## src/rtl/tile_match_engine.sv

```systemverilog
// Pair-matching controller on the game side of the 16-entry tile RAM.
// Reads two tiles, clears them on a colour match, or holds a reveal window on a mismatch.
module tile_match_engine #(
    parameter int unsigned HOLD_CYCLES  = 4,
    parameter int unsigned NUM_PAIRS    = 8,
    parameter logic [7:0]  CLEARED_CODE = 8'h00
) (
    input  logic       clk,
    input  logic       reset,
    input  logic       req_valid,
    output logic       req_ready,
    input  logic [3:0] sel0,
    input  logic [3:0] sel1,
    output logic [3:0] addrA,
    output logic [7:0] writeA,
    output logic       weA,
    input  logic [7:0] readA,
    output logic [3:0] addrB,
    output logic [7:0] writeB,
    output logic       weB,
    input  logic [7:0] readB,
    output logic       result_valid,
    output logic       result_match,
    output logic       result_reject,
    output logic       reveal_active,
    output logic [3:0] match_count,
    output logic       game_done
);

    localparam int unsigned HoldW    = (HOLD_CYCLES > 1) ? $clog2(HOLD_CYCLES) : 1;
    localparam logic [3:0]  PairsMax = 4'(NUM_PAIRS);

    typedef enum logic [2:0] {
        StIdle,
        StRead,
        StCmp,
        StClear,
        StHold,
        StResult
    } state_e;

    state_e             state_q, state_d;
    logic [3:0]         sel0_q, sel0_d;
    logic [3:0]         sel1_q, sel1_d;
    logic [HoldW-1:0]   hold_q, hold_d;
    logic               match_q, match_d;
    logic               reject_q, reject_d;
    logic [3:0]         count_q, count_d;

    always_ff @(posedge clk) begin
        if (reset) begin
            state_q  <= StIdle;
            sel0_q   <= '0;
            sel1_q   <= '0;
            hold_q   <= '0;
            match_q  <= 1'b0;
            reject_q <= 1'b0;
            count_q  <= '0;
        end else begin
            state_q  <= state_d;
            sel0_q   <= sel0_d;
            sel1_q   <= sel1_d;
            hold_q   <= hold_d;
            match_q  <= match_d;
            reject_q <= reject_d;
            count_q  <= count_d;
        end
    end

    always_comb begin
        state_d   = state_q;
        sel0_d    = sel0_q;
        sel1_d    = sel1_q;
        hold_d    = hold_q;
        match_d   = match_q;
        reject_d  = reject_q;
        count_d   = count_q;
        game_done = (count_q == PairsMax);
        req_ready = (state_q == StIdle) && !game_done;

        unique case (state_q)
            StIdle: begin
                if (req_valid && req_ready) begin
                    sel0_d  = sel0;
                    sel1_d  = sel1;
                    state_d = StRead;
                end
            end
            StRead: state_d = StCmp;
            StCmp: begin
                // Reject takes priority: same tile twice or either tile already empty.
                if ((sel0_q == sel1_q) || (readA == CLEARED_CODE) || (readB == CLEARED_CODE)) begin
                    match_d  = 1'b0;
                    reject_d = 1'b1;
                    state_d  = StResult;
                end else if (readA[7:1] == readB[7:1]) begin
                    state_d = StClear;
                end else begin
                    hold_d  = HoldW'(HOLD_CYCLES - 1);
                    state_d = StHold;
                end
            end
            StClear: begin
                if (count_q < PairsMax) begin
                    count_d = count_q + 4'd1;
                end
                match_d  = 1'b1;
                reject_d = 1'b0;
                state_d  = StResult;
            end
            StHold: begin
                if (hold_q == '0) begin
                    match_d  = 1'b0;
                    reject_d = 1'b0;
                    state_d  = StResult;
                end else begin
                    hold_d = hold_q - HoldW'(1);
                end
            end
            StResult: state_d = StIdle;
            default:  state_d = StIdle;
        endcase
    end

    always_comb begin
        addrA         = sel0_q;
        addrB         = sel1_q;
        writeA        = CLEARED_CODE;
        writeB        = CLEARED_CODE;
        weA           = (state_q == StClear);
        weB           = (state_q == StClear);
        result_valid  = (state_q == StResult);
        result_match  = match_q;
        result_reject = reject_q;
        reveal_active = (state_q == StHold);
        match_count   = count_q;
    end

endmodule

```

## config.mk

```make
export PLATFORM = sky130hd
export DESIGN_NAME = tile_match_engine
export DESIGN_NICKNAME = d
export VERILOG_FILES = /design/src/rtl/tile_match_engine.sv
export SDC_FILE = /design/constraint.sdc
export NUM_CORES = 1
export LEC_CHECK = 0
export BUFFER_PORTS_ARGS = -buffer_cell sky130_fd_sc_hd__buf_4
export CAP_MARGIN = 20
export CORE_UTILIZATION = 40
export CTS_BUF_LIST = sky130_fd_sc_hd__clkbuf_4 sky130_fd_sc_hd__clkbuf_8 sky130_fd_sc_hd__clkbuf_16
export CTS_CLUSTER_SIZE = 28
export DETAILED_ROUTE_END_ITERATION = 16
export GPL_TIMING_DRIVEN = 0
export PLACE_DENSITY_LB_ADDON = 0.2
export REMOVE_ABC_BUFFERS = 1
export SETUP_SLACK_MARGIN = 0.4
export SYNTH_ARGS = -nofsm -noshare
export SYNTH_HDL_FRONTEND = slang
export SYNTH_SLANG_ARGS = --single-unit
```

## constraint.sdc

```tcl
create_clock -name clk -period 1.5 [get_ports clk]
set_input_delay 0.3 -clock clk [delete_from_list [all_inputs] [get_ports clk]]
set_output_delay 0.3 -clock clk [all_outputs]
set_load 0.005 [all_outputs]
```

==> impl_summary.md, run 1 <==
Outcome
The run finished, with violations left. The checks that failed: negative setup slack.

Drt
The detail route stage leaves a number of antenna-violating nets equal to 0. The routed design has 3404 um of wire. The detailed-routing iteration count for the pre-antenna-repair pass is 4. The via-per-instance ratio is 4.939. In the final routed layout, each cell accounts on average for 13.78 um. The DRC violation total after the first TritonRoute iteration is 15. In the routed design, unresolved DRC markers number 0. The via count is 1220.

Floorplan
The floorplan step set the die width to 56.11 um. The height of the die is 56.11 um. The floorplan has 19 rows.

The initial utilization of the core area, before any placement, comes to 0.4247. The floorplan step defined a core boundary enclosing 2758 um2. The number of ports placed on the die boundary is 63. The die covers 3148 um2.

Cells and area
Counting the fill cells in the layout gives 192. The repair_antennas step left the layout with diodes totalling 0. The layout overhead on the synthesized area is 74.25%. The net count of the finished layout is 247. The proportion of layout cells with a drive suffix above 1 is 0.6250.

The total area of sequential cells is 426.7 um2. The multi-input combinational cells in the finished layout cover a total of 805.8 um2.

GRT
The via count of the first global-routing pass was 1139. Entering global routing, the biggest net connects 21 pins. The number of antenna violations at the first check in global routing was 0. The total global routing track utilization is 0.2086. The leftover overflow at the end of global routing is 0. The first global-routing pass estimated 5106 um of wire.

Run
The max-capacitance violation count is 0.

Yosys
The post-synthesis sequential element count is 19. Yosys mapped a number of flops with a built-in enable equal to 0. The number of synthesis warnings is 0.

The synthesized netlist occupies a cell area of 1171 um2. The post-synthesis cell type count is 38. Each instance of the synthesized netlist takes up on average 8.486 um2. The synthesized instance count is 138. The proportion of synthesized flip-flops having asynchronous set or reset is 0.

The dominant register cell in the synthesized netlist is sky130_fd_sc_hd__dfxtp_1. The share of the yosys chip area belonging to registers is 0.3248.

Clock network
No sink is reached through more buffers than the 2 on the longest clock path. The number of buffers inserted for hold repair after clock tree synthesis is 0. Clock-pin slew was measured on the worst setup and hold paths at 110 ps. The clock network latency to the later pin of the worst-skew pair is 310 ps.

The maximum level of the CTS H-tree is 1. The clock tree from TritonCTS is built. The cell sitting at the root of the clock tree is a sky130_fd_sc_hd__clkbuf_4. The sink count of the clock tree is 19. The number of buffers added by the clock tree synthesis step is 3.

Critical path
The number of cells on the worst reg-to-reg path is 8. Along the worst path, the maximum fanout reaches 2. The setup check on the worst reg-to-reg path leaves a slack of -150 ps. The required arrival time at the worst endpoint is 1200 ps. The worst register-to-register path begins at match_count[1]$_SDFFE_PP0P_.

The worst setup path is launched from a register. Data arrives at the worst endpoint at 1370 ps. The worst register-to-register path ends at state_q[0]$_SDFFE_PP0P_.

The critical path in this run is classified as reg -> out. The worst setup path is captured at an output pin.

Pwr
The static leakage is 0.0009122 uW. Across the VDD grid, the largest voltage drop is 560.1 uV. The total power is 1363 uW. In this run the power density over the cells is 668.0 nW/um2.

Timing
The post-route fraction of the period consumed by the critical path is 1.116. The number of failing hold endpoints at the final stage is 0. The number of max-slew violations in the final report is 0. In the post-route analysis, the smallest setup slack over all paths is -173.4 ps. The highest attainable clock frequency is 597.6 MHz. On the final layout, the worst clock skew is 12.53 ps. Setup violations remaining at the end of the flow were counted as 5. Counting I/O delays and the setup requirement, the final critical path takes 1673 ps.

Setup repair after global routing could not meet its margin everywhere.

Worst hold path
The path with the worst hold slack has its endpoint at addrA[3]$_SDFFE_PP0P_. The hold-critical path depth is 3. The type of the worst min-delay path is in -> reg. In this run the most critical hold path is launched from sel0[3].

Placement
The post-DP HPWL is 1898 um. The count of port buffers added during placement is 46. The congestion estimate from routability-driven global placement came to 0.7761.

The worst setup timing slack at the placement stage is -400.8 ps.
cell type report:
class                   instances  area share
clock buffers                   4     0.01471
inverters                       6     0.01104
multi-input cells             106      0.3948
flip-flops and latches         19      0.2091
well taps                      31     0.01901
repair buffers                 81      0.3513
cells by family (layout without fill, tap and decap cells):
logic type,count (synthesis),in the layout,share of synthesized area
other,1,16,0.003202
DFF,19,19,0.3248
adders and majority gates,3,3,0.03205
buffers and inverters,28,91,0.1549
AOI/OAI and AO/OA,22,22,0.1100
xor gates and xnor gates,14,14,0.1047
and+or+nand+nor,51,51,0.2703
cells in the mapped netlist (2+ instances only):
cell                       number  area, um2
sky130_fd_sc_hd__nor2_1         6      22.52
sky130_fd_sc_hd__inv_1          6      22.52
sky130_fd_sc_hd__ha_1           3      37.54
sky130_fd_sc_hd__buf_4         18      135.1
sky130_fd_sc_hd__xnor2_1       10      87.58
sky130_fd_sc_hd__nor4_1         5      31.28
sky130_fd_sc_hd__nand2_1       15      56.30
sky130_fd_sc_hd__o21ai_0        3      15.01
sky130_fd_sc_hd__xor2_1         4      35.03
sky130_fd_sc_hd__nand3_1        9      45.04
sky130_fd_sc_hd__dfxtp_1       19      380.4
sky130_fd_sc_hd__o22ai_1        2      12.51
sky130_fd_sc_hd__a21oi_1       12      60.06
sky130_fd_sc_hd__clkbuf_1       2      7.510
stage by stage:
step | cell area, um2 | instances | setup TNS [ps] | hold WS [ps] | utilization
after global placement | 1453 | 208 | -2785 | 447.4 | 0.5268
final | 2041 | 247 | -549.4 | 229.3 | 0.7400
after detailed placement | 1453 | 208 | -3334 | 449.2 | 0.5268
after global routing | 2041 | 247 | -1521 | 220.7 | 0.7400
after floorplan | 1069 | 131 | -1199 | 369.1 | -
after CTS | 1843 | 233 | -1050 | 242.6 | 0.6683
cell usage in the layout (no fill, tap or decap), types with 3 or more instances in the layout:
master / n
sky130_fd_sc_hd__conb_1: 16
sky130_fd_sc_hd__dfxtp_1: 4
sky130_fd_sc_hd__clkbuf_4: 4
sky130_fd_sc_hd__inv_2: 4
sky130_fd_sc_hd__a21oi_2: 3
sky130_fd_sc_hd__dfxtp_2: 4
sky130_fd_sc_hd__nand2_2: 3
sky130_fd_sc_hd__nand2_1: 12
sky130_fd_sc_hd__a21oi_1: 9
sky130_fd_sc_hd__xor2_1: 4
sky130_fd_sc_hd__dfxtp_4: 11
sky130_fd_sc_hd__nor2_4: 3
sky130_fd_sc_hd__nor4_1: 4
sky130_fd_sc_hd__nand3_1: 9
sky130_fd_sc_hd__xnor2_1: 6
sky130_fd_sc_hd__buf_4: 52
sky130_fd_sc_hd__buf_6: 29
sky130_fd_sc_hd__nor2_1: 3
sky130_fd_sc_hd__xnor2_2: 4
sequential cells by signal, indices dropped and copies added, names as in the netlist:
signal	cells
match_count	4
hold_q	2
result_match	1
addrB	4
state_q	3
addrA	4
result_reject	1
where the power goes:
part           switching, uW  total, uW  internal [uW]
Sequential              40.2        574            534
Combinational            211        503            292
Clock                    164        286            122
Total                    415       1360            948
worst max path at each step:
stage | from | end | slack, ps | cells past startpoint
final | match_count[1]$_SDFFE_PP0P_ | req_ready | -170 | 5
after floorplan | match_count[0]$_SDFFE_PP0P_ | addrA[0]$_SDFFE_PP0P_ | -140 | 7
after CTS | match_count[1]$_SDFFE_PP0P_ | req_ready | -260 | 5
after global placement | match_count[0]$_SDFFE_PP0P_ | req_ready | -360 | 5
after global routing | match_count[1]$_SDFFE_PP0P_ | req_ready | -260 | 5
after detailed placement | match_count[0]$_SDFFE_PP0P_ | req_ready | -400 | 5
critical path, stage by stage, from the launching register on:
cell                      delay, ps
sky130_fd_sc_hd__dfxtp_4        360
sky130_fd_sc_hd__inv_2           40
sky130_fd_sc_hd__ha_4           140
sky130_fd_sc_hd__and3b_2        210
sky130_fd_sc_hd__nor4_4         160
sky130_fd_sc_hd__buf_4          160
timing repair:
item,in CTS,in global routing
pin swaps,20,8
endpoints found under the setup margin,37,37
setup buffers,21,14
gates resized for setup,67,23
per-layer routing:
metal,up-vias,wire length (um),GRT usage
met4,0,39,0.06272
met2,54,1849,0.3997
met5,-,0,0
met3,5,211,0.04186
met1,561,1304,0.2270
li1,600,-,-
(Power assumes the default switching activity.)
==> run 2: changes to the inputs <==
Settings changed: CORE_MARGIN set to 4.
==> impl_summary.md, run 2 (same netlist as run 1, synthesis figures left out) <==
Outcome
The flow ran to the end, but the final reports show violations. The final reports fail on negative setup slack.

GRT
The total overflow left after global routing is 0. The via count of the first global-routing pass is 1176. The wire length of the first global-routing pass is 5285 um.

The number of antenna violations at the first check in global routing is 0. The total global routing track utilization is 0.1631. The maximum number of pins on one net before global-route repair is 21.

Clock network
The maximum level of the CTS H-tree is 1. The root buffer cell chosen for the clock tree is sky130_fd_sc_hd__clkbuf_4. The clock network latency to the later pin of the worst-skew pair is 300 ps. CTS saw 19 sinks. The number of buffers inserted for hold repair after clock tree synthesis is 0. After clock tree synthesis, the clock-pin slew on the worst setup and hold paths is 110 ps.

TritonCTS created 3 clock buffers. TritonCTS built the clock tree. The buffer depth of the longest clock path is 2.

Drt
The detailed-routing iteration count for the pre-antenna-repair pass is 4. The residual DRC count is 0. Using the TritonRoute via totals, the vias-per-cell ratio works out to 5.163. The detail route stage leaves a number of antenna-violating nets equal to 0. The final layout contains routed wiring with a total length of 3981 um. The DRC violation total after the first TritonRoute iteration is 27. The wire length per cell is 16.25 um. The via count is 1265.

Timing
The setup total negative slack is -1986 ps. The number of failing hold endpoints at the final stage came to 0. The total of endpoints with negative setup slack in the final report is 12. The number of max-slew violations in the final report is 0. The setup slack after layout is -272.1 ps. For the final database, setup skew stands at 2.022 ps. The worst path in the final design needs a cycle of 1772 ps, including I/O delays and setup. In the finished design, the share of the clock period the worst path needs comes to 1.181. Derived from the worst setup path, the maximum achievable clock frequency is 564.3 MHz. Setup repair after global routing could not meet its margin everywhere.

Floorplan
The height of the die is 62.11 um. The starting density of the core is 0.4211. The die extent in x is 62.11 um. The core region is 2781 um2. The area of the die is 3858 um2. The number of placement rows is 19. 63 I/O pins were placed.

Cells and area
In the layout the commonest cells are sky130_fd_sc_hd__buf_4 (50), sky130_fd_sc_hd__buf_6 (27), sky130_fd_sc_hd__conb_1 (16), sky130_fd_sc_hd__dfxtp_4 (11), sky130_fd_sc_hd__a21oi_2 (9). The net count reported at finish is 245. For this run, the share of the core covered by cells in the final layout is 0.7715. The layout overhead on the synthesized area is 83.23%. The commonest non-fill, non-tap cell in the layout is sky130_fd_sc_hd__buf_4.

The proportion of layout cells with a drive suffix above 1 is 0.6869. The repair_antennas step left the layout with diodes totalling 0.

Pwr
The static leakage is 0.0009671 uW. For this design the ratio of total power to cell area is 707.0 nW/um2. After layout, the design draws a total of 1517 uW. The peak supply drop is 546.1 uV.

Critical path
STA classifies the critical path startpoint as a register. For the worst setup path, the data required time is 1200 ps. The critical path class is reg -> out.

The signal arrival time at the worst endpoint is 1470 ps. Along the worst path, the maximum fanout reaches 2. The category of the worst setup path capture point is an output pin.

Placement
The count of port buffers added during placement is 46. At the end of routability-driven placement, the weighted congestion stood at 0.7320. Detailed placement ended at an HPWL of 2124 um.

Worst hold path
The type of the worst min-delay path is in -> reg.

Run
The max-capacitance violation count is 0.
-- run 2: worst paths after layout --
| check | from | endpoint | slack, ps | cells past startpoint |
|---|---|---|---|---|
| max | match_count[0]$_SDFFE_PP0P_ | req_ready | -270 | 5 |
| min | sel0[3] | addrA[3]$_SDFFE_PP0P_ | 260 | 3 |
| max reg2reg | match_count[0]$_SDFFE_PP0P_ | addrA[2]$_SDFFE_PP0P_ | -180 | 9 |
| min reg2reg | result_match$_SDFFE_PP0P_ | result_match$_SDFFE_PP0P_ | 510 | 2 |
-- run 2: per-layer routing --
layer	wire, um	part of all wire	global-route usage
met4	49	0.012	0.04607
met3	273	0.069	0.03604
met2	2092	0.53	0.3044
met5	0	0	0
met1	1565	0.39	0.1813
-- run 2: through the flow --
step	cells	area (um2)	hold slack (ps)	setup WS, ps
6_report	245	2146	255.8	-272.1
3_5_place_dp	208	1453	454.9	-413.2
5_1_grt	245	2146	250.8	-315.3
4_1_cts	233	1833	253.4	-293.9
2_1_floorplan	131	1069	369.1	-136.7
3_3_place_gp	208	1453	449.1	-374.9
-- run 2: layout make-up --
cell class / instances / area, um2
fillers: 176 / 635.6
multi-input cells: 106 / 904.6
inverters: 6 / 25.02
flip-flops and latches: 19 / 427.9
well taps: 31 / 38.79
clock buffers: 4 / 30.03
repair buffers: 79 / 719.4
-- run 2: repair_timing --
| action | CTS | global route |
|---|---|---|
| pin swaps | 15 | 26 |
| buffers inserted | 21 | 11 |
| setup endpoints to repair | 33 | 38 |
| gates cloned | 0 | 1 |
| gates resized for setup | 61 | 54 |
-- run 2: power by group --
part	switching [uW]	total (uW)	internal (uW)
Combinational	274	646	372
Clock	166	287	122
Sequential	47.9	583	535
Total	488	1520	1030
-- run 2: worst max-delay path: stages, from the launching register on --
cell                      delay (ps)
sky130_fd_sc_hd__dfxtp_4         370
sky130_fd_sc_hd__inv_2            40
sky130_fd_sc_hd__ha_4            140
sky130_fd_sc_hd__and3b_2         220
sky130_fd_sc_hd__nor4_4          230
sky130_fd_sc_hd__buf_4           170
==> run 3: changes to the inputs <==
Settings changed: CORE_ASPECT_RATIO set to 1.2, HOLD_SLACK_MARGIN set to 0.1.
==> impl_summary.md, run 3 (same netlist as run 1, synthesis figures left out) <==
Placement
Detailed placement finished with a half-perimeter wire length of 2114 um. The worst setup timing slack at the placement stage is -425.2 ps. In this run, placement finished with an instance count of 211. Routability-driven placement finished with a final weighted congestion of 0.8352.

The count of port buffers added during placement is 46.

Clock network
The clock network latency to the later pin of the worst-skew pair is 300 ps. After clock tree synthesis, the clock-pin slew on the worst setup and hold paths is 120 ps. CTS built an H-tree with a depth of 1. The cell sitting at the root of the clock tree is a sky130_fd_sc_hd__clkbuf_4. The buffer depth of the longest clock path is 2. The sink count of the clock tree is 19. Clock tree synthesis inserted a total of 3 buffers.

TritonCTS built the clock tree.

Floorplan
The die covers 3861 um2. The number of placement rows is 21. The height of the die is 67.28 um.

During I/O placement, the number of pins put on the boundary was 63. Measured along the x axis, the die boundary spans 57.40 um. The core footprint is 2811 um2. The starting density of the core is 0.4166.

Timing
The minimum clock period is 1810 ps. Across all hold checks on the routed design, the worst slack comes to 239.0 ps. Setup violations remaining at the end of the flow were counted as 12. After layout, the worst setup slack is -310.0 ps. The setup skew after layout is 6.372 ps. The number of max-slew violations in the final report is 0. Setup repair after global routing could not meet its margin everywhere. Dividing the final minimum period by the clock period gives 1.207. The number of failing hold endpoints at the final stage was 0. The highest attainable clock frequency is 552.5 MHz.

Drt
The residual antenna-violating net count after detailed routing is 0. The residual DRC count is 0. The detailed-routing iteration count for the pre-antenna-repair pass is 5. The DRC violation total after the first TritonRoute iteration is 19. The via-per-instance ratio is 5.041.

The via count is 1230. The wire length per cell is 14.14 um. The routed wire length is 3451 um.

Cells and area
The proportion of layout cells with a drive suffix above 1 is 0.5952. Leaving out fill and tap cells, the most frequent cell in the layout is sky130_fd_sc_hd__buf_4. Compared with the post-synthesis result, the final layout area differs by 67.31%. In the layout the commonest cells are sky130_fd_sc_hd__buf_4 (46), sky130_fd_sc_hd__buf_6 (29), sky130_fd_sc_hd__conb_1 (16), sky130_fd_sc_hd__nand2_1 (13), sky130_fd_sc_hd__a21oi_1 (11). The antenna diode count is 0. The non-filler instance count after layout is 244.

The net count reported at finish is 241. For this run, the share of the core covered by cells in the final layout is 0.6969.

Critical path
The beginning of the critical path is match_count[0]$_SDFFE_PP0P_. Along the worst path, the maximum fanout reaches 2. The startpoint identified for the worst register-to-register timing path is match_count[0]$_SDFFE_PP0P_.

The worst setup path is of the reg -> out kind. In this run the critical register-to-register path is captured at state_q[0]$_SDFFE_PP0P_. The required arrival time at the worst endpoint is 1200 ps. STA puts the critical path data arrival time at 1510 ps. The critical path ends at req_ready. The path depth of the worst reg2reg path is 9. STA classifies the critical path endpoint as an output pin. The kind of start point of the critical path is a register.

The setup slack of the worst register-to-register path is -240 ps.

GRT
The total global routing track utilization is 0.1649. Summed over all layers, the global routing overflow is 0. The first global-routing pass estimated 5057 um of wire. The via count of the first global-routing pass is 1198.

The number of antenna violations at the first check in global routing is 0. Entering global routing, the biggest net connects 21 pins.

Outcome
The run finished, with violations left. The checks that failed: negative setup slack.

Worst hold path
The worst hold path begins at sel0[3]. Along the worst hold path, the cell count comes to 3. The type of the worst min-delay path is in -> reg.

Pwr
The static leakage is 0.0008818 uW. The areal power density over the cells is 707.1 nW/um2. The peak supply drop is 486.1 uV.

Run
The max-capacitance violation count is 0.
run 3: routing by layer:
metal / up-vias / share of wire / global-route usage / wire [um]
met3: 2 / 0.079 / 0.03442 / 274
met1: 592 / 0.36 / 0.1690 / 1237
met5: - / 0 / 0 / 0
li1: 591 / - / - / -
met4: 0 / 0.0035 / 0.06377 / 12
met2: 45 / 0.56 / 0.3220 / 1926
run 3: worst max-delay path: stages, from the launching register on:
cell and delay (ps):
sky130_fd_sc_hd__dfxtp_4 370, sky130_fd_sc_hd__inv_2 40, sky130_fd_sc_hd__ha_4 140, sky130_fd_sc_hd__and3b_2 220, sky130_fd_sc_hd__nor4_4 270, sky130_fd_sc_hd__buf_4 170
run 3: power breakdown:
group / total (uW) / leakage, uW / internal [uW] / switching (uW)
combinational: 538 / 0.000699 / 320 / 218
clock: 268 / 0.0000177 / 99.3 / 169
sequential: 579 / 0.000165 / 538 / 40.1
total: 1390 / 0.000882 / 958 / 428
run 3: per-stage QoR:
stage / setup TNS, ps / area (um2) / power [uW]
after floorplan: -1199 / 1069 / 772.1
after global placement: -3065 / 1456 / 919.3
after detailed placement: -3627 / 1456 / 928.3
after CTS: -1400 / 1815 / 1342
after global routing: -2712 / 1959 / 1458
final: -1865 / 1959 / 1385
run 3: worst min path at each step:
| stage | end | slack [ps] |
|---|---|---|
| 2_1_floorplan | addrA[0]$_SDFFE_PP0P_ | 370 |
| 3_3_place_gp | result_match$_SDFFE_PP0P_ | 450 |
| 3_5_place_dp | result_match$_SDFFE_PP0P_ | 460 |
| 4_1_cts | addrA[1]$_SDFFE_PP0P_ | 240 |
| 5_1_grt | addrB[0]$_SDFFE_PP0P_ | 240 |
| 6_report | addrA[3]$_SDFFE_PP0P_ | 240 |
run 3: area by class of cell:
cell class              instances  area (um2)
fillers                       216       852.1
flip-flops and latches         19       421.7
repair buffers                 75       671.9
multi-input cells             106       773.2
well taps                      34       42.54
clock buffers                   3       22.52
inverters                       6       22.52
clock inverters                 1       5.005
run 3: repair_timing:
action	in CTS	in global routing
hold buffers	0	0
buffers inserted	19	10
pin swaps	13	7
gates resized for setup	59	22
setup endpoints to repair	37	39
